## config.mk

```make
export PLATFORM = sky130hd
export DESIGN_NAME = seg_scan
export DESIGN_NICKNAME = d
export VERILOG_FILES = /design/src/rtl/seg_pkg.sv /design/src/rtl/bin2bcd8.sv /design/src/rtl/seg_scan.sv
export SDC_FILE = /design/constraint.sdc
export NUM_CORES = 1
export LEC_CHECK = 0
export ABC_CLOCK_PERIOD_IN_PS = 3440
export BUFFER_PORTS_ARGS = -buffer_cell sky130_fd_sc_hd__buf_2
export CAP_MARGIN = 20
export CORE_MARGIN = 2
export CORE_UTILIZATION = 55
export CTS_CLUSTER_SIZE = 25
export DETAILED_ROUTE_END_ITERATION = 10
export PLACE_DENSITY = 0.8
export SLEW_MARGIN = 20
export SYNTH_ARGS = -nofsm -noshare
export SYNTH_HDL_FRONTEND = slang
export SYNTH_SLANG_ARGS = --single-unit
```

## constraint.sdc

```tcl
create_clock -name clk -period 3.44 [get_ports clk]
set_input_delay 0.516 -clock clk [delete_from_list [all_inputs] [get_ports clk]]
set_output_delay 0.516 -clock clk [all_outputs]
set_load 0.05 [all_outputs]
```

## src/rtl/seg_pkg.sv

```systemverilog
// Shared constants and types for the seven-segment scan driver.
// The segment table is active-low: bit 7 is dp, bits 6..0 are g..a.
package seg_pkg;

  localparam int          DP_BIT  = 7;
  localparam logic [3:0]  SEL_OFF = 4'hF;
  localparam logic [7:0]  SEG_OFF = 8'hFF;

  localparam logic [7:0] SEG_TABLE [10] = '{
    8'hC0, 8'hF9, 8'hA4, 8'hB0, 8'h99,
    8'h92, 8'h82, 8'hF8, 8'h80, 8'h90
  };

  typedef enum logic [1:0] {
    IDLE  = 2'd0,
    SHIFT = 2'd1,
    DONE  = 2'd2
  } conv_state_e;

  // One displayed value: two decimal digits plus the "hundreds dropped" flag.
  typedef struct packed {
    logic [3:0] tens;
    logic [3:0] ones;
    logic       dp;
  } pair_t;

  function automatic logic [7:0] seg_encode(input logic [3:0] digit, input logic dp);
    logic [7:0] code;
    if (digit < 4'd10) begin
      code = SEG_TABLE[digit];
    end else begin
      code = SEG_OFF;
    end
    code[DP_BIT] = code[DP_BIT] & ~dp;
    return code;
  endfunction

endpackage

```

## src/rtl/bin2bcd8.sv

```systemverilog
// Serial double-dabble converter: 8-bit binary to 3-digit BCD.
// One shift per cycle; done is asserted for one cycle while the result is valid.
module bin2bcd8
  import seg_pkg::*;
(
  input  logic        clk,
  input  logic        rst,
  input  logic        start,
  input  logic [7:0]  bin,
  output logic        done,
  output logic [11:0] bcd
);

  conv_state_e state_q, state_d;
  logic [2:0]  cnt_q;
  logic [19:0] sr_q;
  logic [19:0] adj_s;

  // State register
  always_ff @(posedge clk or posedge rst) begin
    if (rst) begin
      state_q <= IDLE;
    end else begin
      state_q <= state_d;
    end
  end

  // Next-state logic
  always_comb begin
    state_d = state_q;
    case (state_q)
      IDLE: begin
        if (start) begin
          state_d = SHIFT;
        end else begin
          state_d = IDLE;
        end
      end
      SHIFT: begin
        if (cnt_q == 3'd7) begin
          state_d = DONE;
        end else begin
          state_d = SHIFT;
        end
      end
      DONE:    state_d = IDLE;
      default: state_d = IDLE;
    endcase
  end

  // Output decode
  always_comb begin
    done = (state_q == DONE);
    bcd  = sr_q[19:8];
  end

  // Add-3 correction on every BCD nibble that is 5 or more before the shift
  always_comb begin
    adj_s = sr_q;
    if (sr_q[11:8] >= 4'd5) adj_s[11:8] = sr_q[11:8] + 4'd3;
    else adj_s[11:8] = sr_q[11:8];
    if (sr_q[15:12] >= 4'd5) adj_s[15:12] = sr_q[15:12] + 4'd3;
    else adj_s[15:12] = sr_q[15:12];
    if (sr_q[19:16] >= 4'd5) adj_s[19:16] = sr_q[19:16] + 4'd3;
    else adj_s[19:16] = sr_q[19:16];
  end

  // Shift register and iteration counter
  always_ff @(posedge clk or posedge rst) begin
    if (rst) begin
      sr_q  <= 20'd0;
      cnt_q <= 3'd0;
    end else if ((state_q == IDLE) && start) begin
      sr_q  <= {12'd0, bin};
      cnt_q <= 3'd0;
    end else if (state_q == SHIFT) begin
      sr_q  <= {adj_s[18:0], 1'b0};
      cnt_q <= cnt_q + 3'd1;
    end else begin
      sr_q  <= sr_q;
      cnt_q <= cnt_q;
    end
  end

endmodule

```

## src/rtl/seg_scan.sv

```systemverilog
// Four-digit multiplexed seven-segment scan driver for two 8-bit values.
// New digits are committed only at frame start, so a frame never mixes old and new values.
module seg_scan
  import seg_pkg::*;
#(
  parameter int DIV = 50000
) (
  input  logic       clk,
  input  logic       rst,
  input  logic [7:0] dat1,
  input  logic [7:0] dat2,
  output logic [7:0] seg_out,
  output logic [3:0] sel
);

  localparam int DW = $clog2(DIV);

  logic [DW-1:0] div_q;
  logic [1:0]    dig_q;
  pair_t         pend1_q, pend2_q, disp1_q, disp2_q;
  pair_t         src1_s, src2_s;
  logic [7:0]    seg_q, seg_d;
  logic [3:0]    sel_q, sel_d;
  logic [3:0]    digit_s;
  logic          dp_s;
  logic          frame_start_s, div_wrap_s;
  logic          done1_s, done2_s;
  logic [11:0]   bcd1_s, bcd2_s;

  assign frame_start_s = (dig_q == 2'd3) && (div_q == '0);
  assign div_wrap_s    = (div_q == DW'(DIV - 1));

  bin2bcd8 u_conv1 (
    .clk  (clk),
    .rst  (rst),
    .start(frame_start_s),
    .bin  (dat1),
    .done (done1_s),
    .bcd  (bcd1_s)
  );

  bin2bcd8 u_conv2 (
    .clk  (clk),
    .rst  (rst),
    .start(frame_start_s),
    .bin  (dat2),
    .done (done2_s),
    .bcd  (bcd2_s)
  );

  // Digit mux; at frame start the pending pair bypasses so seg and sel switch together
  always_comb begin
    src1_s = frame_start_s ? pend1_q : disp1_q;
    src2_s = frame_start_s ? pend2_q : disp2_q;
    case (dig_q)
      2'd3:    begin digit_s = src1_s.tens; dp_s = 1'b0;      end
      2'd2:    begin digit_s = src1_s.ones; dp_s = src1_s.dp; end
      2'd1:    begin digit_s = src2_s.tens; dp_s = 1'b0;      end
      2'd0:    begin digit_s = src2_s.ones; dp_s = src2_s.dp; end
      default: begin digit_s = 4'd0;        dp_s = 1'b0;      end
    endcase
    seg_d = seg_encode(digit_s, dp_s);
    sel_d = ~(4'b0001 << dig_q);
  end

  // Scan counters, display/pending registers and output registers
  always_ff @(posedge clk or posedge rst) begin
    if (rst) begin
      div_q   <= '0;
      dig_q   <= 2'd3;
      pend1_q <= '0;
      pend2_q <= '0;
      disp1_q <= '0;
      disp2_q <= '0;
      seg_q   <= SEG_OFF;
      sel_q   <= SEL_OFF;
    end else begin
      seg_q <= seg_d;
      sel_q <= sel_d;
      if (div_wrap_s) begin
        div_q <= '0;
        dig_q <= dig_q - 2'd1;
      end else begin
        div_q <= div_q + DW'(1);
        dig_q <= dig_q;
      end
      if (frame_start_s) begin
        disp1_q <= pend1_q;
        disp2_q <= pend2_q;
      end else begin
        disp1_q <= disp1_q;
        disp2_q <= disp2_q;
      end
      if (done1_s && done2_s) begin
        pend1_q <= '{tens: bcd1_s[7:4], ones: bcd1_s[3:0], dp: |bcd1_s[11:8]};
        pend2_q <= '{tens: bcd2_s[7:4], ones: bcd2_s[3:0], dp: |bcd2_s[11:8]};
      end else begin
        pend1_q <= pend1_q;
        pend2_q <= pend2_q;
      end
    end
  end

  assign seg_out = seg_q;
  assign sel     = sel_q;

endmodule

```

==> metrics list, run 1 <==
- From bottom edge to top edge, the die measures ~110 µm.
* Pin count of the biggest net entering global routing: 86
- The library cell used most frequently in the layout, excluding fill and tap cells, is sky130_fd_sc_hd__dfrtp_1.
- At the pin with the least slew margin, the transition time is between 700 and 800 ps.
- Final sum of negative setup slack: 0 ps
* Number of nets produced by synthesis: slightly below 600
- Worst min-delay path category: in -> async
* Initial core utilization: 0.572
- The first detailed-routing pass ran for 4 iterations.
- After clock tree synthesis, the clock-pin slew on the worst setup and hold paths is approximately 60 ps.
* Crit Path Max Fanout: 25
- In this run, synthesis produced a sequential element count of ~120.
- Fill cells in the final layout number 751.
- Longest Clk Path Bufs: 2
- The first global-routing pass estimated approximately 19 mm of wire.
- Max_cap viols: 0
- Final period util: 0.886
- WL final: 11.1 mm
* H-tree depth: 4
- Global Route met3 Usage: 0.0649
* Area overhead of the layout relative to synthesis: 14.2%
* DRC violations left: 0
- After detailed routing, the average wire length per cell comes to around 15 µm.
- At the end of the flow the core is filled with cells to 0.654.
* Cell class contributing the biggest share of worst-path delay: compound AO/OA/AOI/OAI gates
- STA classifies the critical path endpoint as a register.
- The largest single stage delay on the critical path is roughly 560 ps.
- CTS buffer count: 17
- The clock period could shrink to 3050 ps.
- Fraction of met2 tracks used by global routing: 0.365
- Fraction of final layout cells sized beyond drive strength 1: 0.180
- Crit path kind: reg -> reg
- Final ANT Viol Nets: 0
* Data required, critical path: around 3900 ps
- Final nets: 629
- Power per standard cell area: about 450 nW/µm²
- Count of buffers inserted at the top-level ports: 29
* Synth Instances: 548
* Outcome: completed
- The worst setup path is launched from a register.
* Die outline area: 11,100 µm²
* Number of library cell types mapped by synthesis: 46
- Antenna violations before repair: 0
* Post-detail-place hpwl: between 7 and 8 mm
* Post-synthesis sequential area ratio: 0.517
* N_diodes: 0
* Setup violation total in the final timing report: 0
- Cell repeated most along the worst path: sky130_fd_sc_hd__ha_1
- Via count of the routed design: about 4.1k
- The cell sitting at the root of the clock tree is a sky130_fd_sc_hd__clkbuf_8.
* Placed instance count: just under 700
* Number of cells in the finished layout apart from fillers: 723
* DRC violation total after the first TritonRoute iteration: roughly 240
- Data arrival time of the critical path: ~3500 ps
- In the global route stage, overall resource usage came out at 0.222.
- Once the clock tree was built, the setup fixing pass inserted 0 buffers.
* Leakage power total: between 3 and 4 nW
* Highest clock frequency the design can meet: 0.328 GHz
* Clock sink count: about 120
* Warnings from Yosys: 0
- Placer's final routability congestion estimate: a little over 0.9
- Number of cells upsized or downsized after cts: 0
- The number of global-route vias before repair is 4,078.
- Global route hottest layer: met2
- Leaving out fill and tap cells, the most frequent cells in the layout are sky130_fd_sc_hd__dfrtp_1, sky130_fd_sc_hd__nand2_1, sky130_fd_sc_hd__o21ai_0.
- Synthesized area: roughly 5600 µm²
- Counting both buffers and inverters, the worst setup path holds a total of 2.
* Drt via density: about 5.6
- Final Hold Viols: 0
- The core region is 9860 µm².
* Unrepaired setup endpoints after global routing: no
- The later pin in the worst-skew pair is clocked with a latency of 530 ps.
- Horiz. Die Dim: 105 µm
- Global Route met1 Usage: 0.274
- IR analysis of the VDD net gives a maximum drop of around 0.35 mV.
* Clock skew after layout: roughly 7.7 ps
- For this run the aggregate overflow at the end of global routing stands at 0.
- Pin placement for this block handled 30 I/O pins.
* Worst slew slack as a fraction of its limit: 0.486
* Clock tree from TritonCTS: yes
* Standard cell with the maximum stage delay on the critical path: sky130_fd_sc_hd__dfstp_2
- The signal on the critical path passes through ha_1 > nor4b_4 > nand4_1 > or2_0 > buf_4 > a311o_1 > o31a_1 > inv_1 > ha_1 > a22oi_1.
* Floorplan row count: 36
- Number of hold-repair buffers added at the cts stage: 0
* Number of max-slew violations in the final report: 0
- Mean area per synthesized cell: 10.3 µm²
==> area by class of cell <==
type / count / area [µm²] / area share
clock buffer: 24 / 480 / 0.0745
multi-input combinational: 383 / 2530 / 0.393
clock inverter: 5 / 27.5 / 0.00427
timing repair buffer: 37 / 221 / 0.0343
tap: 133 / 166 / 0.0258
sequential: 116 / 2920 / 0.453
inverter: 25 / 97.6 / 0.0151
==> cells in the mapped netlist, drive strengths merged <==
cell,number,area (µm²)
dfrtp,102,2550
nand2,69,259
o21ai,53,265
a21oi,36,180
ha,31,388
nand3,28,140
nor2,28,105
inv,25,93.8
mux2,21,236
clkbuf,19,71.3
nor3b,15,113
dfstp,14,368
xor2,14,123
xnor2,11,96.3
nor3,10,50.1
and3,9,56.3
nand2b,8,50.1
a22o,6,52.6
nor2b,6,37.5
buf,5,40.0
and2,4,25.0
mux2i,4,40.0
o31ai,4,30.0
a21o,3,23.8
a2bb2oi,3,32.5
a31oi,3,33.8
a22oi,2,15.0
o21bai,2,15.0
or2,2,12.5
a2111oi,1,8.76
a311o,1,10.0
a311oi,1,8.76
a32oi,1,8.76
nand4,1,6.26
nor4,1,21.3
nor4b,1,23.8
nor4bb,1,10.0
o31a,1,8.76
o41ai,1,27.5
or3,1,6.26
==> logic make-up after synthesis <==
kind of cell | after synthesis | synth area share
multiplexers | 25 | 0.0490
AO/OA/AOI/OAI | 118 | 0.128
buffers and inverters | 49 | 0.0363
adder cells (fa/ha/maj) | 31 | 0.0687
AND/OR/NAND/NOR | 184 | 0.162
flip-flops | 116 | 0.517
XOR/XNOR | 25 | 0.0388
==> registers in the layout (all words and copies together), names as in the netlist <==
register / cells
u_conv1.state_q: 2
dig_q: 2
u_conv2.cnt_q: 3
u_conv2.sr_q: 20
u_conv1.cnt_q: 3
disp2_q: 9
u_conv2.state_q: 2
sel: 4
pend1_q: 9
pend2_q: 9
u_conv1.sr_q: 20
disp1_q: 9
seg_out: 8
div_q: 16
==> through the flow <==
stage          hold WS (ps)  instance area, µm²  setup WS [ps]  total power [mW]
2_1_floorplan           439                5650            636              1.41
3_3_place_gp            456                5930            480              1.43
6_report               97.8                6450            391              2.92
5_1_grt                 138                6450            109              3.01
3_5_place_dp            468                5930            387              1.43
4_1_cts                 105                6440            390              2.94
==> path summary, 6_finish.rpt <==
kind	start	endpoint	slack, ps	cells after the start
max	dig_q[1]	seg_out[3]	390	10
min	rst	u_conv2.sr_q[14]	100	2
max reg2reg	dig_q[1]	seg_out[3]	390	10
max in group asynchronous	rst	seg_out[7]	2450	3
min in group clk	dat1[0]	u_conv1.sr_q[0]	230	3
min reg2reg	u_conv1.sr_q[5]	u_conv1.sr_q[5]	480	2
==> metal layers <==
metal	up-vias	wire length, µm
li1	1943	-
met1	2003	4740
met2	96	5610
met3	24	522
met4	0	210
met5	-	0
==> where the power goes <==
group,internal [mW],switching [mW],total [mW]
sequential,1.37,0,1.37
combinational,0.0115,0.0281,0.0397
clock,0.941,0.570,1.51
Note: power is estimated with default switching activity, not from simulation.
==> run 2, diff against run 1 <==
--- a/config.mk
+++ b/config.mk
@@ -8,6 +8,7 @@
 export ABC_CLOCK_PERIOD_IN_PS = 3440
 export BUFFER_PORTS_ARGS = -buffer_cell sky130_fd_sc_hd__buf_2
 export CAP_MARGIN = 20
+export CORE_ASPECT_RATIO = 0.8
 export CORE_MARGIN = 2
 export CORE_UTILIZATION = 55
 export CTS_CLUSTER_SIZE = 25
==> run 2 against run 1 <==
Against the previous run:
- setup slack got worse by 130 ps
- critical path depth is 1 higher
- maximum frequency shrank 4.1%
- flip-flop and latch count did not move
- highest routed layer unchanged
- non-clock buffer count is 2 lower
==> metrics list, run 2 (synthesized netlist as in run 1, its figures left out) <==
* Final nets: approximately 630
- Setup violations remaining at the end of the flow were counted as 0.
- In the layout the commonest cells are sky130_fd_sc_hd__dfrtp_1, sky130_fd_sc_hd__nand2_1, sky130_fd_sc_hd__o21ai_0.
- Clock latency at the later pin of the worst-skew pair: approximately 410 ps
- Clock-pin slew was measured on the worst setup and hold paths at ~50 ps.
- Largest registers: u_conv1.sr_q (20), u_conv2.sr_q (20), div_q (16)
- Post-detail-place hpwl: between 7 and 8 mm
* Root Driver: sky130_fd_sc_hd__clkbuf_16
- The first global-routing pass estimated between 15 and 20 mm of wire.
- Fraction of final layout cells sized beyond drive strength 1: 0.188
* Power per standard cell area: between 400 and 500 nW/µm²
* Placeable Area: 10,100 µm²
- Highest clock frequency the design can meet: ~0.31 GHz
* Data required, critical path: roughly 3800 ps
- At the end of the flow the core is filled with cells to 0.648.
- CTS buffer count: 17
* Horiz. Die Dim: ~120 µm
* Die outline area: 11,100 µm²
- Floorplan row count: 33
- Clock skew after layout: 8.06 ps
- Data arrives at the worst endpoint at 3490 ps.
- Die Ht: 94.6 µm
- Final Hold Viols: 0
- DRC violation total after the first TritonRoute iteration: roughly 280
- Final period util: 0.924
- During placement, the flow inserted port buffers numbering 29.
- Drt via density: 5.53
* Final sum of negative setup slack: 0 ps
- The number of cells on the worst reg-to-reg path is 11.
- For this design, the CTS-stage hold fixing added 0 buffers.
- Worst slew slack as a fraction of its limit: 0.397
- Unrepaired setup endpoints after global routing: no
- TritonCTS built the clock tree.
- Max_cap viols: 0
- On the final layout, the worst hold slack is 266 ps.
- After detailed routing, the average wire length per cell comes to 15.4 µm.
- The analysis attributes to cell leakage a power of approximately 3.1 nW.
* Initial core utilization: 0.558
- Counting tap cells, the placed design contains a total of roughly 700 instances.
- The library cell used most frequently in the layout, excluding fill and tap cells, is sky130_fd_sc_hd__dfrtp_1.
- Transition time of the tightest slew-check pin: 904 ps
- IR analysis of the VDD net gives a maximum drop of roughly 0.34 mV.
* Area overhead of the layout relative to synthesis: 16.1%
- Crit path kind: reg -> reg
- In the global route stage, overall resource usage came out at 0.225.
- Via count of the routed design: ~4k
* Clock sink count: ~120
- The total overflow left after global routing is 0.
* Critical Path Start Type: register
* Post-layout power: between 3 and 4 mW
* Final ANT Viol Nets: 0
* DRC violations left: 0
- The initial antenna violation count is 0.
- Entering global routing, the biggest net connects 75 pins.
- Outcome: completed
* Number of cells in the finished layout apart from fillers: 731
- Placer's final routability congestion estimate: 0.872
- Crit Path Max Fanout: 25
- N_diodes: 0
* # IOs: 30
* Number of max-slew violations in the final report: 0
* Longest Clk Path Bufs: 2
- Pre-antenna DRT Iters: 5
- The number of global-route vias before repair was ~4k.
- Minimum period implied by the final worst setup slack: between 3000 and 4000 ps
- Kind of capture point of the worst setup path: register
- Wires add up to between 10 and 15 mm.
- Worst min-delay path category: in -> async
- CTS built an H-tree with a depth of 4.
run 2: worst paths after layout:
path	slack [ps]	startpoint	end
worst max-delay path	260	dig_q[1]	seg_out[1]
worst min-delay path	270	rst	u_conv2.sr_q[15]
worst max register to register	260	dig_q[1]	seg_out[1]
worst min register to register	480	u_conv2.sr_q[7]	u_conv2.sr_q[7]
max in group asynchronous	2430	rst	u_conv1.sr_q[14]
min in group clk	340	dat1[0]	u_conv1.sr_q[0]
run 2: worst max-delay path, stage by stage, from the launching register on:
cell and delay, ps:
sky130_fd_sc_hd__dfstp_2 570, sky130_fd_sc_hd__ha_1 180, sky130_fd_sc_hd__nor4b_4 270, sky130_fd_sc_hd__nand4_1 210, sky130_fd_sc_hd__or2_0 280, sky130_fd_sc_hd__buf_4 250
sky130_fd_sc_hd__a311o_1 380, sky130_fd_sc_hd__o31a_1 360, sky130_fd_sc_hd__inv_1 150, sky130_fd_sc_hd__ha_1 270, sky130_fd_sc_hd__nor2_1 110, sky130_fd_sc_hd__a21oi_1 60
run 2: report_power, final:
group	leakage, nW	switching (mW)	internal (mW)
Combinational	1.33	0.0278	0.0107
Clock	0.315	0.602	1.25
Sequential	1.47	0	1.37
Total	3.12	0.629	2.62
run 2: what timing repair did:
item,4_1_cts,5_1_grt
resized for setup,0,2
buffers inserted,0,0
endpoints found under the setup margin,0,2
run 2: cell type report:
class / count / area, µm²
clock buffer: 23 / 508
clock inverter: 9 / 123
fill: 783 / 3560
inverter: 25 / 97.6
multi-input combinational: 383 / 2540
sequential: 116 / 2920
tap: 140 / 175
timing repair buffer: 35 / 190
run 2: layer usage:
layer  global-route usage  wire [µm]
met1                0.304       5250
met2                0.349       5360
met3               0.0668        484
met4               0.0735        137
met5                    0          0
run 2: stage by stage:
| stage | area, µm² | worst slack, ps |
|---|---|---|
| detailed placement | 5920 | 298 |
| finish | 6560 | 262 |
| global route | 6560 | 36.3 |
| floorplan | 5650 | 636 |
| CTS | 6550 | 282 |
| global placement | 5920 | 482 |
